[src/rtl/axi4_lite_slave_responder.sv]
// AXI4-Lite slave responder: zero-initialised register memory behind independent write and read
// paths, with per-channel wait states and an address window that selects OKAY or DECERR.
module axi4_lite_slave_responder #(
  parameter int unsigned              ADDRESS_WIDTH = 32,
  parameter int unsigned              DATA_WIDTH    = 32,
  parameter int unsigned              MEM_DEPTH     = 16,
  parameter logic [ADDRESS_WIDTH-1:0] MIN_ADDRESS   = ADDRESS_WIDTH'(32'h0000_0000),
  parameter logic [ADDRESS_WIDTH-1:0] MAX_ADDRESS   = ADDRESS_WIDTH'(32'h0000_003F),
  parameter int unsigned              WAIT_AW       = 0,
  parameter int unsigned              WAIT_W        = 0,
  parameter int unsigned              WAIT_B        = 0,
  parameter int unsigned              WAIT_AR       = 0,
  parameter int unsigned              WAIT_R        = 0
) (
  input  logic                      aclk,
  input  logic                      areset,
  input  logic [ADDRESS_WIDTH-1:0]  awaddr,
  input  logic [2:0]                awprot,
  input  logic                      awvalid,
  output logic                      awready,
  input  logic [DATA_WIDTH-1:0]     wdata,
  input  logic [DATA_WIDTH/8-1:0]   wstrb,
  input  logic                      wvalid,
  output logic                      wready,
  output logic [1:0]                bresp,
  output logic                      bvalid,
  input  logic                      bready,
  input  logic [ADDRESS_WIDTH-1:0]  araddr,
  input  logic [2:0]                arprot,
  input  logic                      arvalid,
  output logic                      arready,
  output logic [DATA_WIDTH-1:0]     rdata,
  output logic [1:0]                rresp,
  output logic                      rvalid,
  input  logic                      rready
);

  localparam int unsigned STRB_W   = DATA_WIDTH / 8;
  localparam int unsigned ADDR_LSB = $clog2(STRB_W);
  localparam int unsigned IDX_W    = (MEM_DEPTH > 1) ? $clog2(MEM_DEPTH) : 1;
  localparam int unsigned CNT_W    = 4;

  localparam logic [ADDRESS_WIDTH-1:0] SPAN = MAX_ADDRESS - MIN_ADDRESS;

  localparam logic [CNT_W-1:0] WAIT_AW_C = CNT_W'(WAIT_AW);
  localparam logic [CNT_W-1:0] WAIT_W_C  = CNT_W'(WAIT_W);
  localparam logic [CNT_W-1:0] WAIT_B_C  = CNT_W'(WAIT_B);
  localparam logic [CNT_W-1:0] WAIT_AR_C = CNT_W'(WAIT_AR);
  localparam logic [CNT_W-1:0] WAIT_R_C  = CNT_W'(WAIT_R);

  localparam logic [1:0] RESP_OKAY   = 2'b00;
  localparam logic [1:0] RESP_DECERR = 2'b11;

  typedef enum logic {
    CAP_IDLE,
    CAP_DONE
  } cap_state_t;

  typedef enum logic [1:0] {
    RSP_IDLE,
    RSP_WAIT,
    RSP_VALID
  } rsp_state_t;

  logic [DATA_WIDTH-1:0] mem [MEM_DEPTH];

  cap_state_t                aw_state, aw_state_nx;
  logic [CNT_W-1:0]          aw_cnt, aw_cnt_nx;
  logic [ADDRESS_WIDTH-1:0]  aw_addr_q, aw_addr_nx;

  cap_state_t                w_state, w_state_nx;
  logic [CNT_W-1:0]          w_cnt, w_cnt_nx;
  logic [DATA_WIDTH-1:0]     w_data_q, w_data_nx;
  logic [STRB_W-1:0]         w_strb_q, w_strb_nx;

  rsp_state_t                b_state, b_state_nx;
  logic [CNT_W-1:0]          b_cnt, b_cnt_nx;
  logic [1:0]                bresp_q, bresp_nx;

  cap_state_t                ar_state, ar_state_nx;
  logic [CNT_W-1:0]          ar_cnt, ar_cnt_nx;

  rsp_state_t                r_state, r_state_nx;
  logic [CNT_W-1:0]          r_cnt, r_cnt_nx;
  logic [DATA_WIDTH-1:0]     rdata_q, rdata_nx;
  logic [1:0]                rresp_q, rresp_nx;

  logic                      aw_hs, w_hs, b_hs, ar_hs, r_hs;
  logic                      commit, wr_en, wr_hit, rd_hit;
  logic [ADDRESS_WIDTH-1:0]  wr_addr, wr_off, rd_off;
  logic [DATA_WIDTH-1:0]     wr_data;
  logic [STRB_W-1:0]         wr_strb;
  logic [IDX_W-1:0]          wr_idx, rd_idx;
  logic                      unused_prot;

  assign unused_prot = ^{awprot, arprot};

  // Ready is a pure decode of channel state, forced low while reset is held.
  assign awready = (aw_state == CAP_IDLE) && (aw_cnt == WAIT_AW_C) && !areset;
  assign wready  = (w_state  == CAP_IDLE) && (w_cnt  == WAIT_W_C)  && !areset;
  assign arready = (ar_state == CAP_IDLE) && (ar_cnt == WAIT_AR_C) && !areset;

  assign bvalid = (b_state == RSP_VALID);
  assign bresp  = bresp_q;
  assign rvalid = (r_state == RSP_VALID);
  assign rresp  = rresp_q;
  assign rdata  = rdata_q;

  assign aw_hs = awvalid && awready;
  assign w_hs  = wvalid  && wready;
  assign b_hs  = bvalid  && bready;
  assign ar_hs = arvalid && arready;
  assign r_hs  = rvalid  && rready;

  // Commit on the edge that captures the later of AW and W (or both together).
  assign commit = (aw_hs || w_hs)
               && (aw_hs || (aw_state == CAP_DONE))
               && (w_hs  || (w_state  == CAP_DONE));

  assign wr_addr = (aw_state == CAP_IDLE) ? awaddr : aw_addr_q;
  assign wr_data = (w_state  == CAP_IDLE) ? wdata  : w_data_q;
  assign wr_strb = (w_state  == CAP_IDLE) ? wstrb  : w_strb_q;

  // Offset wraps for addresses below the window, so one compare covers both bounds.
  assign wr_off = wr_addr - MIN_ADDRESS;
  assign rd_off = araddr - MIN_ADDRESS;
  assign wr_hit = (wr_off <= SPAN);
  assign rd_hit = (rd_off <= SPAN);
  assign wr_idx = wr_off[ADDR_LSB +: IDX_W];
  assign rd_idx = rd_off[ADDR_LSB +: IDX_W];
  assign wr_en  = commit && wr_hit;

  always_ff @(posedge aclk or posedge areset) begin : mem_write
    if (areset) begin
      for (int i = 0; i < int'(MEM_DEPTH); i++) begin
        mem[i] <= '0;
      end
    end else if (wr_en) begin
      for (int b = 0; b < int'(STRB_W); b++) begin
        if (wr_strb[b]) begin
          mem[wr_idx][8*b +: 8] <= wr_data[8*b +: 8];
        end
      end
    end
  end

  always_ff @(posedge aclk or posedge areset) begin : state_reg
    if (areset) begin
      aw_state  <= CAP_IDLE;
      aw_cnt    <= '0;
      aw_addr_q <= '0;
      w_state   <= CAP_IDLE;
      w_cnt     <= '0;
      w_data_q  <= '0;
      w_strb_q  <= '0;
      b_state   <= RSP_IDLE;
      b_cnt     <= '0;
      bresp_q   <= '0;
      ar_state  <= CAP_IDLE;
      ar_cnt    <= '0;
      r_state   <= RSP_IDLE;
      r_cnt     <= '0;
      rdata_q   <= '0;
      rresp_q   <= '0;
    end else begin
      aw_state  <= aw_state_nx;
      aw_cnt    <= aw_cnt_nx;
      aw_addr_q <= aw_addr_nx;
      w_state   <= w_state_nx;
      w_cnt     <= w_cnt_nx;
      w_data_q  <= w_data_nx;
      w_strb_q  <= w_strb_nx;
      b_state   <= b_state_nx;
      b_cnt     <= b_cnt_nx;
      bresp_q   <= bresp_nx;
      ar_state  <= ar_state_nx;
      ar_cnt    <= ar_cnt_nx;
      r_state   <= r_state_nx;
      r_cnt     <= r_cnt_nx;
      rdata_q   <= rdata_nx;
      rresp_q   <= rresp_nx;
    end
  end

  always_comb begin : next_state
    aw_state_nx = aw_state;
    aw_cnt_nx   = aw_cnt;
    aw_addr_nx  = aw_addr_q;
    w_state_nx  = w_state;
    w_cnt_nx    = w_cnt;
    w_data_nx   = w_data_q;
    w_strb_nx   = w_strb_q;
    b_state_nx  = b_state;
    b_cnt_nx    = b_cnt;
    bresp_nx    = bresp_q;
    ar_state_nx = ar_state;
    ar_cnt_nx   = ar_cnt;
    r_state_nx  = r_state;
    r_cnt_nx    = r_cnt;
    rdata_nx    = rdata_q;
    rresp_nx    = rresp_q;

    // AW capture: wait-state count runs only while valid is pending
    case (aw_state)
      CAP_IDLE: begin
        if (aw_hs) begin
          aw_state_nx = CAP_DONE;
          aw_cnt_nx   = '0;
          aw_addr_nx  = awaddr;
        end else if (awvalid) begin
          aw_cnt_nx = aw_cnt + CNT_W'(1);
        end
      end
      CAP_DONE: if (b_hs) aw_state_nx = CAP_IDLE;
      default:  aw_state_nx = CAP_IDLE;
    endcase

    case (w_state)
      CAP_IDLE: begin
        if (w_hs) begin
          w_state_nx = CAP_DONE;
          w_cnt_nx   = '0;
          w_data_nx  = wdata;
          w_strb_nx  = wstrb;
        end else if (wvalid) begin
          w_cnt_nx = w_cnt + CNT_W'(1);
        end
      end
      CAP_DONE: if (b_hs) w_state_nx = CAP_IDLE;
      default:  w_state_nx = CAP_IDLE;
    endcase

    // B response: counter k reaches WAIT_B on edge E+k
    case (b_state)
      RSP_IDLE: begin
        if (commit) begin
          bresp_nx   = wr_hit ? RESP_OKAY : RESP_DECERR;
          b_cnt_nx   = '0;
          b_state_nx = (WAIT_B_C == '0) ? RSP_VALID : RSP_WAIT;
        end
      end
      RSP_WAIT: begin
        b_cnt_nx = b_cnt + CNT_W'(1);
        if ((b_cnt + CNT_W'(1)) == WAIT_B_C) b_state_nx = RSP_VALID;
      end
      RSP_VALID: if (bready) b_state_nx = RSP_IDLE;
      default:   b_state_nx = RSP_IDLE;
    endcase

    case (ar_state)
      CAP_IDLE: begin
        if (ar_hs) begin
          ar_state_nx = CAP_DONE;
          ar_cnt_nx   = '0;
        end else if (arvalid) begin
          ar_cnt_nx = ar_cnt + CNT_W'(1);
        end
      end
      CAP_DONE: if (r_hs) ar_state_nx = CAP_IDLE;
      default:  ar_state_nx = CAP_IDLE;
    endcase

    // Read data is taken from memory before any same-edge write lands
    case (r_state)
      RSP_IDLE: begin
        if (ar_hs) begin
          rdata_nx   = rd_hit ? mem[rd_idx] : '0;
          rresp_nx   = rd_hit ? RESP_OKAY : RESP_DECERR;
          r_cnt_nx   = '0;
          r_state_nx = (WAIT_R_C == '0) ? RSP_VALID : RSP_WAIT;
        end
      end
      RSP_WAIT: begin
        r_cnt_nx = r_cnt + CNT_W'(1);
        if ((r_cnt + CNT_W'(1)) == WAIT_R_C) r_state_nx = RSP_VALID;
      end
      RSP_VALID: if (rready) r_state_nx = RSP_IDLE;
      default:   r_state_nx = RSP_IDLE;
    endcase
  end

endmodule

[config.mk]
export PLATFORM = sky130hd
export DESIGN_NAME = axi4_lite_slave_responder
export DESIGN_NICKNAME = d
export VERILOG_FILES = /design/src/rtl/axi4_lite_slave_responder.sv
export SDC_FILE = /design/constraint.sdc
export NUM_CORES = 1
export LEC_CHECK = 0
export CORE_MARGIN = 5
export CORE_UTILIZATION = 45
export DETAILED_ROUTE_END_ITERATION = 16
export PLACE_DENSITY_LB_ADDON = 0.12
export SYNTH_ARGS = -nofsm -noshare
export SYNTH_HDL_FRONTEND = slang
export SYNTH_SLANG_ARGS = --single-unit
[constraint.sdc]
create_clock -name aclk -period 54.4 [get_ports aclk]
set_input_delay 10.88 -clock aclk [delete_from_list [all_inputs] [get_ports aclk]]
set_output_delay 10.88 -clock aclk [all_outputs]
set_load 0.1 [all_outputs]
=== Yosys cells after proc, flatten, opt, wreduce, memory -nomap -nowiden ===
Index checks and enable logic that the tools add are counted.

* Input port bits: 113
* Logic and storage cells: 153
* Output and inout port bits: 41
* Flip-flop bits (word level): 643

* Equality and inequality tests: 10
* Bitwise gates (word level): 5
* Magnitude comparators: 5
* Mux-type cells: 54
* Add/sub/neg operators: 5
* Reduce and logical (&&, ||, !) cells: 42

{| class="wikitable"
|+ Operator list
! kind !! count
|-
| 512-bit two-way mux || 7
|-
| 512-bit bitwise mux || 4
|-
| 32-bit demux with 4-bit select || 4
|-
| 32-bit two-way mux || 6
|-
| 32-bit binary-select mux with 4-bit select || 1
|-
| 32-bit by 6-bit <= comparator with 1-bit output (second input constant) || 2
|-
| 4-bit two-way mux || 9
|-
| 24-bit two-way mux || 1
|-
| 4-bit by 1-bit adder with 4-bit output (second input constant) || 5
|-
| 4-bit zero test || 5
|-
| 2-bit AND reduction || 9
|-
| 16-bit two-way mux || 1
|-
| 2-bit two-way mux || 8
|-
| 4-bit one-hot mux with 2 select lines || 2
|-
| 1-bit logical AND || 15
|-
| 2-bit one-hot mux with 3 select lines || 2
|-
| 5-bit greater-or-equal comparator (second input constant) || 2
|-
| 4-bit inverter with 5-bit output || 2
|-
| 2-bit nonzero test || 5
|-
| 8-bit two-way mux || 1
|-
| 2-bit != test (second input constant) || 4
|-
| 1-bit one-hot mux with 2 select lines || 3
|-
| 3-bit AND reduction || 2
|-
| 5-bit by 1-bit < comparator with 1-bit output (second input constant) || 1
|-
| 8 further kinds || 20
|}

=== Logic depth before layout (Yosys ltp) ===
* Word-level depth: 17
* Depth in mapped cells: 8
* Depth with buffers taken out: 7

=== Least setup slack after synthesis ===
OpenSTA, ideal clock, no wires.

* Path type: input -> output
* Start: in areset
* End: out arready
* Data arrival time: 27489 ps
* Buffers on the path: 0
* Required time: 43520 ps
* Slack: 16031 ps
* Cell stages on the path: 3
* Cell sequence: inv_1 nand3_1 nor2_1

* Longest elaborated chain between the ends: 2

{| class="wikitable"
|+ Ends and longest elaborated chain
! element !! RTL line !! RTL
|-
| from (decl) || 16 || <nowiki>input logic areset,</nowiki>
|-
| 1-bit zero test (no source line) || -- ||
|-
| 1-bit logical AND || 101 || <nowiki>assign arready = (ar_state == CAP_IDLE) && (ar_cnt == WAIT_AR_C) && !areset;</nowiki>
|-
| to (decl) || 31 || <nowiki>output logic arready,</nowiki>
|}

No other way between the ends.

=== Worst setup path after layout ===
Same ends and word-level chain as after synthesis.

==> impl_summary.md <==
Synthesis
The count of flip-flops with a built-in enable after synthesis is 0. The count of synthesis-stage warnings from yosys is 0. The synthesized instance count is roughly 1,800. The share of flip-flops with an asynchronous set or reset is 100%. After synthesis, flip-flops and latches occupy between 50% and 60% of the total area.

The number of different library cells used by synthesis comes to 43. The mapped netlist covers 28,700 sq um. In this run, synthesis produced a sequential element count of 629.

The most used flip-flop cell after synthesis is sky130_fd_sc_hd__dfrtp_1. Counting every net in the synthesized netlist gives ~1,900. A synthesized cell averages approximately 16 sq um.

Clock tree
The total clock buffers created by CTS is 70. The CTS root buffer is sky130_fd_sc_hd__clkbuf_16. The maximum buffer depth of the clock tree is 3.

The TritonCTS clock tree is done. Hold repair after CTS inserted 0 buffers. The clock-pin slew on the worst setup and hold paths is about 0.060 ns.

The sink count of the clock tree is about 630. The number of buffers added for setup after CTS is 0. The clock network latency to the later pin of the worst-skew pair is 0.61 ns. The H-tree was split into 3 levels. The post-CTS resize count is 0.

Flow run
Max-cap violations in this run came to 0.

Die
In this run the standard cell core region covers 63,200 sq um. Row generation in the floorplan step produced 92 rows. The area of the die is approximately 70,000 sq um.

The initial core utilization is 45.5%. The number of ports placed on the die boundary is 154. The floorplan die width is roughly 260 um. The height of the die is about 260 um.

Global routing
The first global-routing pass estimated 109,000 um of wire. The via count of the first global-routing pass is 17,300. The pin count of the biggest net entering global routing is between 100 and 150. The total overflow left after global routing is 0.

The initial antenna violation count is 2. The overall track demand over capacity in global routing is around 20%.

Detailed routing
In the final routed layout, each cell accounts on average for between 20 and 25 um. In this run the remaining antenna-violating nets after routing total 0. The first detailed-routing pass ran for 5 iterations. The total detailed-routing wirelength is around 70,000 um.

The total number of vias is 16,200. The number of remaining DRC errors is 0. The DRC violation total after the first TritonRoute iteration is roughly 1,100. The via-per-instance ratio is between 5 and 6.

Finish
For this run, the post-layout net count is a little over 2,000. The library cell used most frequently in the layout, excluding fill and tap cells, is sky130_fd_sc_hd__dfrtp_1. Cells with a size suffix above 1 make up 45.9% of the layout.

Fill cells in the final layout number approximately 5,100. The relative area change from synthesis to final layout is 16.0%. Leaving out fill and tap cells, the most frequent cells in the layout are 628 x sky130_fd_sc_hd__dfrtp_1, 576 x sky130_fd_sc_hd__mux2_2, 160 x sky130_fd_sc_hd__mux4_2.

Place
The global placement routability congestion is ~0.75. The placed wire-length estimate is 42,100 um. The count of buffers from port buffering is roughly 140. Before CTS, the worst setup slack after placement is between 20 and 30 ns.

Timing
Setup repair after global routing left no endpoint under its margin. The post-route minimum period is 24.76 ns. The final critical path takes up a little under half of the cycle.

The number of hold-slack violations in the final timing report is 0. In the final timing run, aggregate negative setup slack is 0 ns. Based on the critical path, the design can be clocked at up to between 40 and 50 MHz. Headroom to the max-slew limit came out at between 20% and 30%. Once routing completed, OpenROAD measured the worst setup slack at around 30 ns.

The final setup violation count is 0. The setup clock skew after layout is around 0.024 ns. At the pin with the least slew margin, the transition time is ~1.1 ns. The total count of max-transition violations in the final report is 0.

Setup path
Data on the critical path is required at its endpoint by ~44 ns. STA classifies the critical path startpoint as an input port. The largest fanout on the critical path is 130. The worst setup path category is in -> out. STA classifies the critical path endpoint as an output pin. STA puts the critical path data arrival time at ~14 ns.

Power and ir drop
In this run the power density over the cells is about 35 nW/um^2. The static leakage is around 16 nW. Across the VDD grid, the largest voltage drop is about 35 uV.

Worst hold path
The worst min-delay path class is reg -> reg.

Status
The flow ran to the end, and the final reports show no timing, DRC or antenna violations.
==> sequential cells by signal (all words and copies together), names as in the netlist, 4 cells and up <==
register,cells
aw_cnt,4
rdata,32
ar_cnt,4
w_data_q,32
w_strb_q,4
w_cnt,4
mem,512
aw_addr_q,30
==> logic make-up after synthesis <==
logic type | count (synthesis) | share of synthesized area, %
and+or+nand+nor | 194 | 4.95
DFF | 629 | 54.8
xor gates and xnor gates | 3 | 0.0914
AOI/OAI and AO/OA | 64 | 1.31
buffers and inverters | 150 | 2.12
muxes | 772 | 36.5
adders and majority gates | 6 | 0.261
==> metrics by stage <==
stage / util [%] / total power, W / std cells / hold WS, ns / instance area, sq um
detailed placement: 49.0 / 0.000682 / 2729 / 0.469 / 31000
global placement: 49.0 / 0.000675 / 2729 / 0.463 / 31000
floorplan: - / 0.000631 / 1818 / 0.446 / 28700
finish: 52.7 / 0.00115 / 2855 / 0.476 / 33300
global route: 52.7 / 0.00120 / 2854 / 0.497 / 33300
CTS: 52.7 / 0.00117 / 2854 / 0.479 / 33300
==> layer usage <==
layer	share of wire, %	global-route usage [%]	vias to the layer above	wire [um]
li1	-	-	7111	-
met4	2.1	5.30	0	1460
met2	49	33.0	293	33900
met3	3.9	3.17	94	2730
met1	45	29.0	8680	31500
met5	0	0	-	0
==> where the power goes <==
| group | leakage, nW | switching (W) | internal (W) |
|---|---|---|---|
| registers | 8.68 | 0.0000184 | 0.000493 |
| logic | 5.76 | 0.000106 | 0.0000543 |
| clock network | 1.15 | 0.000189 | 0.000291 |
==> Yosys cell counts (all sizes together) (2+ instances only) <==
master | count | area, sq um
clkbuf | 72 | 270
o21ai | 40 | 200
o32a | 2 | 20.0
a21oi | 5 | 25.0
nor3 | 6 | 30.0
dfrtp | 629 | 15700
nor4 | 19 | 179
nor4b | 3 | 41.3
xnor2 | 3 | 26.3
nand2 | 50 | 188
mux2 | 608 | 6850
nor2 | 26 | 97.6
inv | 49 | 184
mux2i | 4 | 40.0
mux4 | 160 | 3600
a22oi | 2 | 15.0
nor2b | 5 | 31.3
buf | 29 | 155
nand4 | 6 | 37.5
a21o | 2 | 15.0
o22ai | 3 | 18.8
and3b | 2 | 17.5
nand3 | 72 | 763
a32oi | 3 | 33.8
a31oi | 4 | 25.0
ha | 6 | 75.1
==> worst max-delay path: stages <==
cell and delay [ns]:
sky130_fd_sc_hd__clkdlybuf4s50_1 0.63, sky130_fd_sc_hd__inv_8 0.74, sky130_fd_sc_hd__nand3_1 0.31, sky130_fd_sc_hd__nor2_1 0.16, sky130_fd_sc_hd__clkdlybuf4s50_1 1.14
==> final cells by class <==
| type | count | area [sq um] | share of cell area (%) |
|---|---|---|---|
| clock inverters | 20 | 265 | 0.796 |
| repair buffers | 166 | 1600 | 4.79 |
| multi-input cells | 1039 | 12400 | 37.2 |
| diodes | 1 | 2.50 | 0.00751 |
| flip-flops and latches | 629 | 15700 | 47.2 |
| well taps | 846 | 1060 | 3.18 |
| inverters | 49 | 191 | 0.574 |
| clock buffers | 105 | 2070 | 6.20 |
==> final timing paths <==
check / start / end / slack [ns] / depth (start not counted)
max in group asynchronous: areset / mem[121] / 40.87 / 4
setup reg to reg: aw_state / mem[323] / 50.09 / 6
setup / recovery: areset / arready / 29.64 / 5
min in group asynchronous: areset / rdata[15] / 11.10 / 2
hold / removal: ar_cnt[3] / ar_cnt[3] / 0.48 / 1
hold reg to reg: ar_cnt[3] / ar_cnt[3] / 0.48 / 1
(Power assumes the default switching activity.)
